==> config.mk <==
export PLATFORM = sky130hd
export DESIGN_NAME = sprite_layer_arbiter
export DESIGN_NICKNAME = d
export VERILOG_FILES = /design/src/rtl/vga_pkg.sv /design/src/rtl/sprite_pos_bank.sv /design/src/rtl/sprite_layer_arbiter.sv
export SDC_FILE = /design/constraint.sdc
export NUM_CORES = 1
export LEC_CHECK = 0
export BUFFER_PORTS_ARGS = -buffer_cell sky130_fd_sc_hd__buf_2
export CAP_MARGIN = 30
export CORE_MARGIN = 10
export CORE_UTILIZATION = 60
export DETAILED_ROUTE_END_ITERATION = 8
export GPL_TIMING_DRIVEN = 0
export HOLD_SLACK_MARGIN = 0.06
export PLACE_DENSITY = 0.82
export SETUP_SLACK_MARGIN = 0.5
export SLEW_MARGIN = 20
export SYNTH_ARGS = -nofsm -noshare
export SYNTH_HDL_FRONTEND = slang
export SYNTH_SLANG_ARGS = --single-unit
==> constraint.sdc <==
create_clock -name clk -period 8.3 [get_ports clk]
set_input_delay 0 -clock clk [delete_from_list [all_inputs] [get_ports clk]]
set_output_delay 0 -clock clk [all_outputs]
set_load 0.01 [all_outputs]
==> src/rtl/vga_pkg.sv <==
// VGA timing constants and the sprite position record used by the sprite layer.
package vga_pkg;

  localparam int H_TOTAL   = 800;
  localparam int V_TOTAL   = 525;
  localparam int H_ACTIVE  = 640;
  localparam int V_ACTIVE  = 480;
  localparam int SWAP_LINE = 480;

  typedef struct packed {
    logic [9:0] x;
    logic [9:0] y;
    logic       vis;
  } sprite_pos_t;

endpackage

==> src/rtl/sprite_pos_bank.sv <==
// Double-buffered sprite positions: game logic writes the shadow bank and
// a swap strobe copies every shadow entry into the active bank at once.
module sprite_pos_bank
  import vga_pkg::*;
#(
  parameter int NUM_SPRITES = 4
) (
  input  logic                            clk,
  input  logic                            reset,
  input  logic                            wr_en,
  input  logic [1:0]                      wr_idx,
  input  sprite_pos_t                     wr_data,
  input  logic                            swap,
  output sprite_pos_t [NUM_SPRITES-1:0]   active
);

  genvar gi;
  generate
    for (gi = 0; gi < NUM_SPRITES; gi++) begin : g_entry
      sprite_pos_t shadow_reg;
      sprite_pos_t active_reg;

      // The swap reads the pre-write shadow, so a coincident write waits a frame.
      always_ff @(posedge clk) begin
        if (reset) begin
          shadow_reg <= '0;
          active_reg <= '0;
        end else begin
          if (wr_en && (int'(wr_idx) == gi)) begin
            shadow_reg <= wr_data;
          end
          if (swap) begin
            active_reg <= shadow_reg;
          end
        end
      end

      assign active[gi] = active_reg;
    end
  endgenerate

endmodule

==> src/rtl/sprite_layer_arbiter.sv <==
// Per-pixel sprite scheduler feeding VGA_LOGIC: box test, priority pick, shared ROM fetch.
// Optional aim/shot detector is built when SPRITE_HIT_DETECT_EN is defined.
module sprite_layer_arbiter
  import vga_pkg::*;
#(
  parameter int         NUM_SPRITES = 4,
  parameter int         SPR_W       = 32,
  parameter int         SPR_H       = 32,
  parameter logic [5:0] KEY_COLOR   = 6'b110011,
  parameter int         LOOKAHEAD   = 3
) (
  input  logic        clk,
  input  logic        reset,
  input  logic [9:0]  hor_count,
  input  logic [9:0]  ver_count,
  input  logic        pos_wr_en,
  input  logic [1:0]  pos_wr_idx,
  input  logic [9:0]  pos_wr_x,
  input  logic [9:0]  pos_wr_y,
  input  logic        pos_wr_vis,
  output logic [11:0] rom_addr,
  input  logic [5:0]  rom_data,
  output logic        draw,
  output logic [5:0]  rgb_out,
`ifdef SPRITE_HIT_DETECT_EN
  input  logic        fire,
  input  logic [9:0]  aim_x,
  input  logic [9:0]  aim_y,
  output logic        hit_valid,
  output logic [1:0]  hit_idx,
  output logic        hit_miss,
`endif
  output logic        frame_tick
);

  logic [10:0] h_sum;
  logic        h_wrap;
  logic [9:0]  h_ahead;
  logic [9:0]  v_ahead;
  logic        in_active;
  logic        swap;

  // Look ahead by the pipeline depth so the result lands on the displayed pixel.
  assign h_sum   = {1'b0, hor_count} + 11'(LOOKAHEAD);
  assign h_wrap  = h_sum >= 11'(H_TOTAL);
  assign h_ahead = h_wrap ? 10'(h_sum - 11'(H_TOTAL)) : h_sum[9:0];

  always_comb begin
    v_ahead = ver_count;
    if (h_wrap) begin
      v_ahead = (ver_count == 10'(V_TOTAL - 1)) ? 10'd0 : ver_count + 10'd1;
    end
  end

  assign in_active = (h_ahead < 10'(H_ACTIVE)) && (v_ahead < 10'(V_ACTIVE));
  assign swap      = (hor_count == 10'd0) && (ver_count == 10'(SWAP_LINE));

  sprite_pos_t                   wr_data;
  sprite_pos_t [NUM_SPRITES-1:0] active;

  assign wr_data = {pos_wr_x, pos_wr_y, pos_wr_vis};

  sprite_pos_bank #(
    .NUM_SPRITES(NUM_SPRITES)
  ) u_bank (
    .clk    (clk),
    .reset  (reset),
    .wr_en  (pos_wr_en),
    .wr_idx (pos_wr_idx),
    .wr_data(wr_data),
    .swap   (swap),
    .active (active)
  );

  logic [NUM_SPRITES-1:0] hit_vec;

  // Box bounds are widened to 11 bits so sprites near x/y=1023 do not wrap.
  genvar gi;
  generate
    for (gi = 0; gi < NUM_SPRITES; gi++) begin : g_box
      logic [10:0] x_lo;
      logic [10:0] x_hi;
      logic [10:0] y_lo;
      logic [10:0] y_hi;

      assign x_lo = {1'b0, active[gi].x};
      assign y_lo = {1'b0, active[gi].y};
      assign x_hi = x_lo + 11'(SPR_W);
      assign y_hi = y_lo + 11'(SPR_H);

      assign hit_vec[gi] = active[gi].vis && in_active
                         && ({1'b0, h_ahead} >= x_lo) && ({1'b0, h_ahead} < x_hi)
                         && ({1'b0, v_ahead} >= y_lo) && ({1'b0, v_ahead} < y_hi);
    end
  endgenerate

  logic       win_hit;
  logic [1:0] win_idx;
  logic [4:0] win_row;
  logic [4:0] win_col;

  always_comb begin
    win_hit = 1'b0;
    win_idx = 2'd0;
    for (int i = NUM_SPRITES - 1; i >= 0; i--) begin
      if (hit_vec[i]) begin
        win_hit = 1'b1;
        win_idx = 2'(i);
      end
    end
  end

  assign win_row = 5'(v_ahead - active[win_idx].y);
  assign win_col = 5'(h_ahead - active[win_idx].x);

  logic s1_hit_reg;
  logic s2_hit_reg;
  logic opaque;

  assign opaque = s2_hit_reg && (rom_data != KEY_COLOR);

  always_ff @(posedge clk) begin
    if (reset) begin
      s1_hit_reg <= 1'b0;
      s2_hit_reg <= 1'b0;
      rom_addr   <= 12'd0;
      draw       <= 1'b0;
      rgb_out    <= 6'd0;
      frame_tick <= 1'b0;
    end else begin
      s1_hit_reg <= win_hit;
      if (win_hit) begin
        rom_addr <= {win_idx, win_row, win_col};
      end
      s2_hit_reg <= s1_hit_reg;
      draw       <= opaque;
      rgb_out    <= opaque ? rom_data : 6'd0;
      frame_tick <= swap;
    end
  end

`ifdef SPRITE_HIT_DETECT_EN
  localparam logic [1:0] DET_IDLE = 2'd0;
  localparam logic [1:0] DET_WAIT = 2'd1;
  localparam logic [1:0] DET_REC  = 2'd2;

  logic [1:0] s1_idx_reg;
  logic [1:0] s2_idx_reg;
  logic [1:0] s3_idx_reg;
  logic [1:0] det_state_reg;
  logic [9:0] aim_x_reg;
  logic [9:0] aim_y_reg;
  logic       found_reg;
  logic [1:0] found_idx_reg;
  logic       aim_match;

  // The stage-3 index travels alongside draw, so it names the sprite on screen now.
  always_ff @(posedge clk) begin
    if (reset) begin
      s1_idx_reg <= 2'd0;
      s2_idx_reg <= 2'd0;
      s3_idx_reg <= 2'd0;
    end else begin
      s1_idx_reg <= win_idx;
      s2_idx_reg <= s1_idx_reg;
      s3_idx_reg <= s2_idx_reg;
    end
  end

  assign aim_match = draw && (hor_count == aim_x_reg) && (ver_count == aim_y_reg);

  // Armed shots wait for a frame start, record over that full frame, report at the next.
  always_ff @(posedge clk) begin
    if (reset) begin
      det_state_reg <= DET_IDLE;
      aim_x_reg     <= 10'd0;
      aim_y_reg     <= 10'd0;
      found_reg     <= 1'b0;
      found_idx_reg <= 2'd0;
      hit_valid     <= 1'b0;
      hit_idx       <= 2'd0;
      hit_miss      <= 1'b0;
    end else begin
      hit_valid <= 1'b0;
      case (det_state_reg)
        DET_IDLE: begin
          if (fire) begin
            aim_x_reg     <= aim_x;
            aim_y_reg     <= aim_y;
            found_reg     <= 1'b0;
            found_idx_reg <= 2'd0;
            det_state_reg <= DET_WAIT;
          end
        end
        DET_WAIT: begin
          if (swap) begin
            det_state_reg <= DET_REC;
          end
        end
        DET_REC: begin
          if (swap) begin
            hit_valid     <= 1'b1;
            hit_idx       <= found_reg ? found_idx_reg : 2'd0;
            hit_miss      <= !found_reg;
            det_state_reg <= DET_IDLE;
          end else if (aim_match && !found_reg) begin
            found_reg     <= 1'b1;
            found_idx_reg <= s3_idx_reg;
          end
        end
        default: det_state_reg <= DET_IDLE;
      endcase
    end
  end
`endif

endmodule

==> results of run 1 <==
[cells in the mapped netlist, types with 5 or more instances]
cell,number
a2111oi_0,5
a211oi_1,9
a21o_1,12
a21oi_1,222
a31oi_1,7
and2_1,10
and3_1,11
buf_1,7
buf_2,5
buf_4,5
clkbuf_1,48
dfxtp_1,190
ha_1,142
inv_1,109
nand2_1,375
nand2b_1,18
nand3_1,44
nand4_1,8
nor2_1,46
nor2b_1,16
nor3_1,21
nor4_1,6
o211ai_1,12
o21a_1,12
o21ai_0,34
o21ai_1,6
o22ai_1,6
or2_2,6
or3_1,5
xnor2_1,40
xor2_1,5
[kinds of logic (layout without fill, tap and decap cells)]
kind of cell | after synthesis | in the layout | share of synthesized area
flops | 190 | 190 | 0.3294
compound gates | 361 | 361 | 0.1842
simple gates | 590 | 590 | 0.2278
xor+xnor | 45 | 45 | 0.03414
mux | 6 | 6 | 0.005418
buf+inv | 179 | 320 | 0.06166
fa+ha+maj | 144 | 144 | 0.1573
[metal layers]
metal | vias up | global-route usage
li1 | 5434 | -
met1 | 5126 | 0.3381
met2 | 492 | 0.4223
met3 | 94 | 0.04906
met4 | 0 | 0.1059
met5 | - | 0
[path summary, 6_finish.rpt]
check,end,slack (ns),startpoint
max,rom_addr[9]$_SDFFE_PP0P_,1.09,hor_count[0]
max reg2reg,rom_addr[9]$_SDFFE_PP0P_,2.97,u_bank.active[16]$_SDFFE_PP0P_
min reg2reg,rom_addr[6]$_SDFFE_PP0P_,0.45,rom_addr[6]$_SDFFE_PP0P_
min,rom_addr[0]$_SDFFE_PP0P_,0.19,hor_count[0]
[timing repair]
action / 4_1_cts / 5_1_grt
endpoints found under the hold margin: 93 / 0
hold buffers: 40 / 0
gates resized for setup: 0 / 4
endpoints found under the setup margin: 0 / 2
[per-stage QoR]
step                      utilization  area [um2]  std cells  hold WS, ns
after floorplan                     -       11550       1515      0.07600
after global placement         0.6480       12200       1841       0.2195
after detailed placement       0.6480       12200       1841       0.2202
after CTS                      0.6979       13140       1913       0.1738
after global routing           0.7000       13180       1916       0.2122
final                          0.7000       13180       1916       0.1854
[report_power, final]
part | leakage [uW] | internal (uW) | total (uW) | switching (uW)
clock | 0.000253 | 392 | 776 | 384
sequential | 0.00154 | 924 | 932 | 7.74
combinational | 0.00313 | 122 | 301 | 180
[final cells by class]
type / instances / area share
sequential: 190 / 0.2886
clock buffer: 20 / 0.03313
tap: 260 / 0.02468
multi-input combinational: 1146 / 0.5345
buffer: 67 / 0.02221
timing repair buffer: 109 / 0.05714
clock inverter: 12 / 0.007879
inverter: 112 / 0.03189
[worst reg2reg max path, cell delays in order (launching register included)]
cell       delay (ns)
dfxtp_1          0.48
ha_1             0.24
nand3_1          0.11
xnor2_1          0.15
ha_1             0.22
a211oi_1         0.21
and3_1           0.21
o22ai_1          0.09
nor4_1           0.43
nand4_1          0.22
o21ai_0          0.22
nand4bb_1        0.21
buf_4            0.21
inv_2            0.12
a211oi_1         0.25
a31oi_1          0.09
ha_1             0.25
fa_1             0.41
nor2b_1          0.16
o21a_1           0.13
nor2_1           0.05
xnor2_1          0.15
or3_1            0.38
a21oi_1          0.18
a2111oi_2        0.05
==> out/metrics.csv, run 1 <==
stage,metric,value,unit
timing,Worst-Margin Slew,0.9033,ns
die,row cnt,50,
clock_network,CTS tree,built,
global_route,Overall Global Routing Usage,0.2622,
clock_network,Num CTS Buffers,17,
finish,Ant. Diodes,0,
timing,Final Hold Violating Endpoints,0,
die,CORE AREA,18830,um2
die,DIE WIDTH,158.7,um
setup_path,Worst Setup Path Type,in2reg,
finish,Register Area,3804,um2
setup_path,Startpoint Class,input pin,
drt,TritonRoute pass-1 iters,6,
global_route,first-pass GRT wire length,54320,um
drt,vias per inst,5.817,
timing,Pins Over Slew Limit,0,
finish,number of nets in the layout,1839,
drt,met3 routed wirelength,2742,um
setup_path,worst-path fanout max,11,
logic_synthesis,register area share after synthesis,0.3294,
global_route,largest net degree at the start of global routing,18,
timing,f_max,138.7,MHz
drt,Routed met2 length,15330,um
setup_path,Worst path depth,33,
logic_synthesis,syn_nets,1711,
logic_synthesis,cells after synthesis,1515,
finish,"commonest non-fill, non-tap cell in the layout",nand2_1,
drt,DRC errors left,0,
drt,antenna-violating nets left,0,
clock_network,worst skew pair latency,0.44,ns
pwr,PwrDens,152.4,nW/um2
finish,Area Overhead vs Synth,14.16,%
logic_synthesis,largest cells by area after synthesis,"dfxtp_1 33%, ha_1 15%, nand2_1 12%",
logic_synthesis,prevailing post-synth register cell,dfxtp_1,
logic_synthesis,Synth Warn #,0,
logic_synthesis,asr flop ratio synth,0,
die,I/O pin count,72,
timing,min cycle time layout,7.209,ns
outcome,status,"finished, final reports clean",
finish,Multi-input gate area,7046,um2
logic_synthesis,"flops & latches, synth",190,
clock_network,CTS root buffer,clkbuf_16,
setup_path,worst path bufs/invs,5,
setup_path,WP data arrival,7.54,ns
logic_synthesis,Synth area leader,dfxtp_1,
place,"worst slack, placed",0.1325,ns
setup_path,"most used cell, CP",ha_1,
finish,share of cells above drive strength 1,0.08273,
drt,highest metal used,met4,
clock_network,clock sink count,190,
drt,routed wire length,34070,um
logic_synthesis,Mapped Avg Cell Area,7.621,um2
finish,Fillers,1539,
die,total die area,25190,um2
global_route,initial antenna violation count,0,
job,maxcap violations,0,
timing,clk_skew,0.01298,ns
die,chip height,158.7,um
setup_path,crit-path max cell delay,0.79,ns
setup_path,Slowest cell on crit path,mux2i_1,
logic_synthesis,Post-synth EDFFs,0,
global_route,grt total ovfl,0,
setup_path,"delay-heaviest family, CP",simple AND/OR/NAND/NOR gates,
pwr,Lkg Pwr,0.004915,uW
place,dpl hpwl,26080,um
setup_path,CP endpoint kind,flip-flop,
clock_network,H-tree Lvls,4,
setup_path,Worst Reg-to-Reg Cells,24,
pwr,Max VDD drop,160.3,uV
min_path,WHS Path Cells,4,
finish,"commonest cells after routing, fill and taps aside","375 x nand2_1, 222 x a21oi_1, 190 x dfxtp_1, 142 x ha_1, 109 x inv_1",
timing,crit share post-route,0.8686,
timing,TNS Setup,0,ns
drt,Vias,11150,
place,routability cong.,0.9514,
drt,DR WL/cell,17.78,um
drt,met1 WL,14750,um
timing,setup violators final,0,
clock_network,Post-CTS Setup Bufs,0,
pwr,Total Power,2009,uW
timing,Slew HR,0.3805,
clock_network,Max Buffers Root-to-Sink,2,
logic_synthesis,number of library cell types mapped by synthesis,76,
logic_synthesis,Yosys top cell area share,0.3294,
min_path,Min-Delay Path Class,in2reg,
logic_synthesis,post-synthesis cell area,11550,um2
clock_network,Clock transition at path regs,0.07,ns
drt,1st-iter DRT viols,1169,
timing,Setup WS post-layout,1.091,ns
die,initial cell density of the core,0.6132,
global_route,via count of the first global-routing pass,10710,
place,Port Buf Inserts,66,
setup_path,CP required,8.63,ns
timing,RSZ-0062 raised after global routing,no,
Power figures use the tool's default switching activity.
==> inputs of run 2 (changes only) <==
--- a/config.mk
+++ b/config.mk
@@ -13,6 +13,7 @@
 export GPL_TIMING_DRIVEN = 0
 export HOLD_SLACK_MARGIN = 0.06
 export PLACE_DENSITY = 0.82
+export RECOVER_POWER = 50
 export SETUP_SLACK_MARGIN = 0.5
 export SLEW_MARGIN = 20
 export SYNTH_ARGS = -nofsm -noshare
==> run 2 against run 1 <==
Non-clock buffer count did not move. Register-to-register slack worse by 0.02 ns. Largest power group unchanged. Routed wire length up 0.25%. Cell count unchanged. Critical path depth is the same. Sequential power about the same. Critical endpoint unchanged.
==> out/metrics.csv, run 2 (synthesis gave the netlist of run 1 again) <==
stage,metric,value,unit,change
drt,vias per inst,5.809,,-0.13%
timing,TNS Setup,0,ns,unchanged
place,dpl hpwl,26080,um,unchanged
die,CORE AREA,18830,um2,unchanged
clock_network,Clock transition at path regs,0.07,ns,about the same
clock_network,Post-CTS Setup Bufs,0,,unchanged
global_route,grt total ovfl,0,,unchanged
setup_path,"most used cell, CP",ha_1,,
timing,Worst-Margin Slew,0.9065,ns,+0.003213 ns
die,initial cell density of the core,0.6132,,unchanged
die,chip height,158.7,um,unchanged
setup_path,worst-path fanout max,11,,unchanged
clock_network,clock sink count,190,,unchanged
pwr,Lkg Pwr,0.004823,uW,-1.9%
timing,setup violators final,0,,unchanged
timing,Pins Over Slew Limit,0,,unchanged
clock_network,CTS tree,built,,
finish,Ant. Diodes,0,,unchanged
timing,crit share post-route,0.8682,,about the same
finish,Area Overhead vs Synth,13.94,%,
drt,routed wire length,34150,um,+0.25%
timing,Final Hold Violating Endpoints,0,,unchanged
setup_path,Slowest cell on crit path,mux2i_1,,
clock_network,Num CTS Buffers,17,,unchanged
timing,Slew HR,0.3783,,-0.002204
finish,share of cells above drive strength 1,0.07005,,-0.01268
finish,"commonest non-fill, non-tap cell in the layout",nand2_1,,
setup_path,Worst Setup Path Type,in2reg,,
place,placed cell areas,12200,um2,unchanged
clock_network,H-tree Lvls,4,,unchanged
pwr,PwrDens,152.8,nW/um2,+0.26%
pwr,Max VDD drop,160.8,uV,+0.30%
drt,antenna-violating nets left,0,,unchanged
finish,post-route cell area,13160,um2,-0.20%
die,I/O pin count,72,,unchanged
setup_path,CP endpoint kind,flip-flop,,
drt,DR WL/cell,17.82,um,+0.25%
job,maxcap violations,0,,unchanged
setup_path,worst path bufs/invs,5,,unchanged
global_route,via count of the first global-routing pass,10710,,unchanged
finish,"commonest cells after routing, fill and taps aside","375 x nand2_1, 222 x a21oi_1, 190 x dfxtp_1, 142 x ha_1, 109 x inv_1",,
setup_path,WP data arrival,7.53,ns,about the same
die,total die area,25190,um2,unchanged
timing,RSZ-0062 raised after global routing,no,,
clock_network,Max Buffers Root-to-Sink,2,,unchanged
finish,number of nets in the layout,1839,,unchanged
place,Port Buf Inserts,66,,unchanged
clock_network,worst skew pair latency,0.44,ns,about the same
timing,f_max,138.8,MHz,about the same
outcome,status,"finished, final reports clean",,
setup_path,"delay-heaviest family, CP",simple AND/OR/NAND/NOR gates,,
drt,Vias,11130,,-0.13%
timing,clk_skew,0.01221,ns,-0.0007675 ns
global_route,first-pass GRT wire length,54320,um,unchanged
die,DIE WIDTH,158.7,um,unchanged
setup_path,Startpoint Class,input pin,,
global_route,initial antenna violation count,0,,unchanged
min_path,Min-Delay Path Class,in2reg,,
setup_path,CP required,8.62,ns,about the same
finish,Final Util,0.6986,,-0.001395
setup_path,crit-path max cell delay,0.80,ns,about the same
drt,1st-iter DRT viols,1140,,-2.5%
global_route,Overall Global Routing Usage,0.2622,,unchanged
drt,DRC errors left,0,,unchanged
die,row cnt,50,,unchanged
global_route,largest net degree at the start of global routing,18,,unchanged
drt,TritonRoute pass-1 iters,5,,-1
timing,min cycle time layout,7.206,ns,-0.003350 ns
place,routability cong.,0.9514,,unchanged
clock_network,CTS root buffer,clkbuf_16,,
[run 2: layout make-up]
| cell class | count | area, um2 |
|---|---|---|
| well taps | 260 | 325.3 |
| clock buffers | 20 | 436.7 |
| fillers | 1556 | 5675 |
| repair buffers | 109 | 726.9 |
| inverters | 112 | 420.4 |
| clock inverters | 12 | 103.9 |
| plain buffers | 67 | 292.8 |
| flip-flops and latches | 190 | 3804 |
| multi-input cells | 1146 | 7046 |
[run 2: what timing repair did]
item                                    in CTS  in global routing
gates resized for setup                      0                  4
endpoints found under the hold margin       93                  0
hold buffers                                40                  0
endpoints found under the setup margin       0                  2
[run 2: path summary, 6_finish.rpt]
kind                                  startpoint  depth (start not counted)                        to  slack, ns
setup / recovery                    hor_count[0]                         33  rom_addr[9]$_SDFFE_PP0P_       1.09
hold / removal                      hor_count[0]                          4  rom_addr[0]$_SDFFE_PP0P_       0.18
setup reg to reg  u_bank.active[16]$_SDFFE_PP0P_                         24  rom_addr[9]$_SDFFE_PP0P_       2.95
hold reg to reg         rom_addr[6]$_SDFFE_PP0P_                          2  rom_addr[6]$_SDFFE_PP0P_       0.45
[run 2: per-layer routing]
metal / vias up / global-route usage / routed length [um]
met5: - / 0 / 0
met4: 0 / 0.1059 / 1248
met3: 93 / 0.04906 / 2885
met2: 509 / 0.4223 / 15310
met1: 5098 / 0.3381 / 14710
li1: 5431 / - / -
[run 2: worst reg2reg max path, cell delays in order, from the launching register on]
cell and delay, ns:
dfxtp_1 0.48, ha_1 0.24, nand3_1 0.11, xnor2_1 0.15, ha_1 0.22, a211oi_1 0.21, and3_1 0.21, o22ai_1 0.09
nor4_1 0.44, nand4_1 0.22, o21ai_0 0.22, nand4bb_1 0.21, buf_4 0.20, inv_2 0.11, a211oi_1 0.24, a31oi_1 0.09
ha_1 0.26, fa_1 0.41, nor2b_1 0.16, o21a_1 0.13, nor2_1 0.05, xnor2_1 0.16, or3_1 0.38, a21oi_1 0.19
a2111oi_2 0.05
[run 2: power by group]
group | leakage, uW | internal, uW | switching, uW
clock | 0.000253 | 392 | 384
sequential | 0.00154 | 924 | 7.73
combinational | 0.00303 | 122 | 181
total | 0.00482 | 1440 | 573
[run 2: through the flow]
step	std cells	setup slack [ns]	total power (uW)	hold WS, ns
global placement	1841	0.3136	1220	0.2195
floorplan	1515	2.006	1142	0.07600
finish	1916	1.094	2010	0.1797
CTS	1913	0.5831	1998	0.1738
detailed placement	1841	0.1325	1230	0.2202
global route	1916	0.5121	2086	0.2122
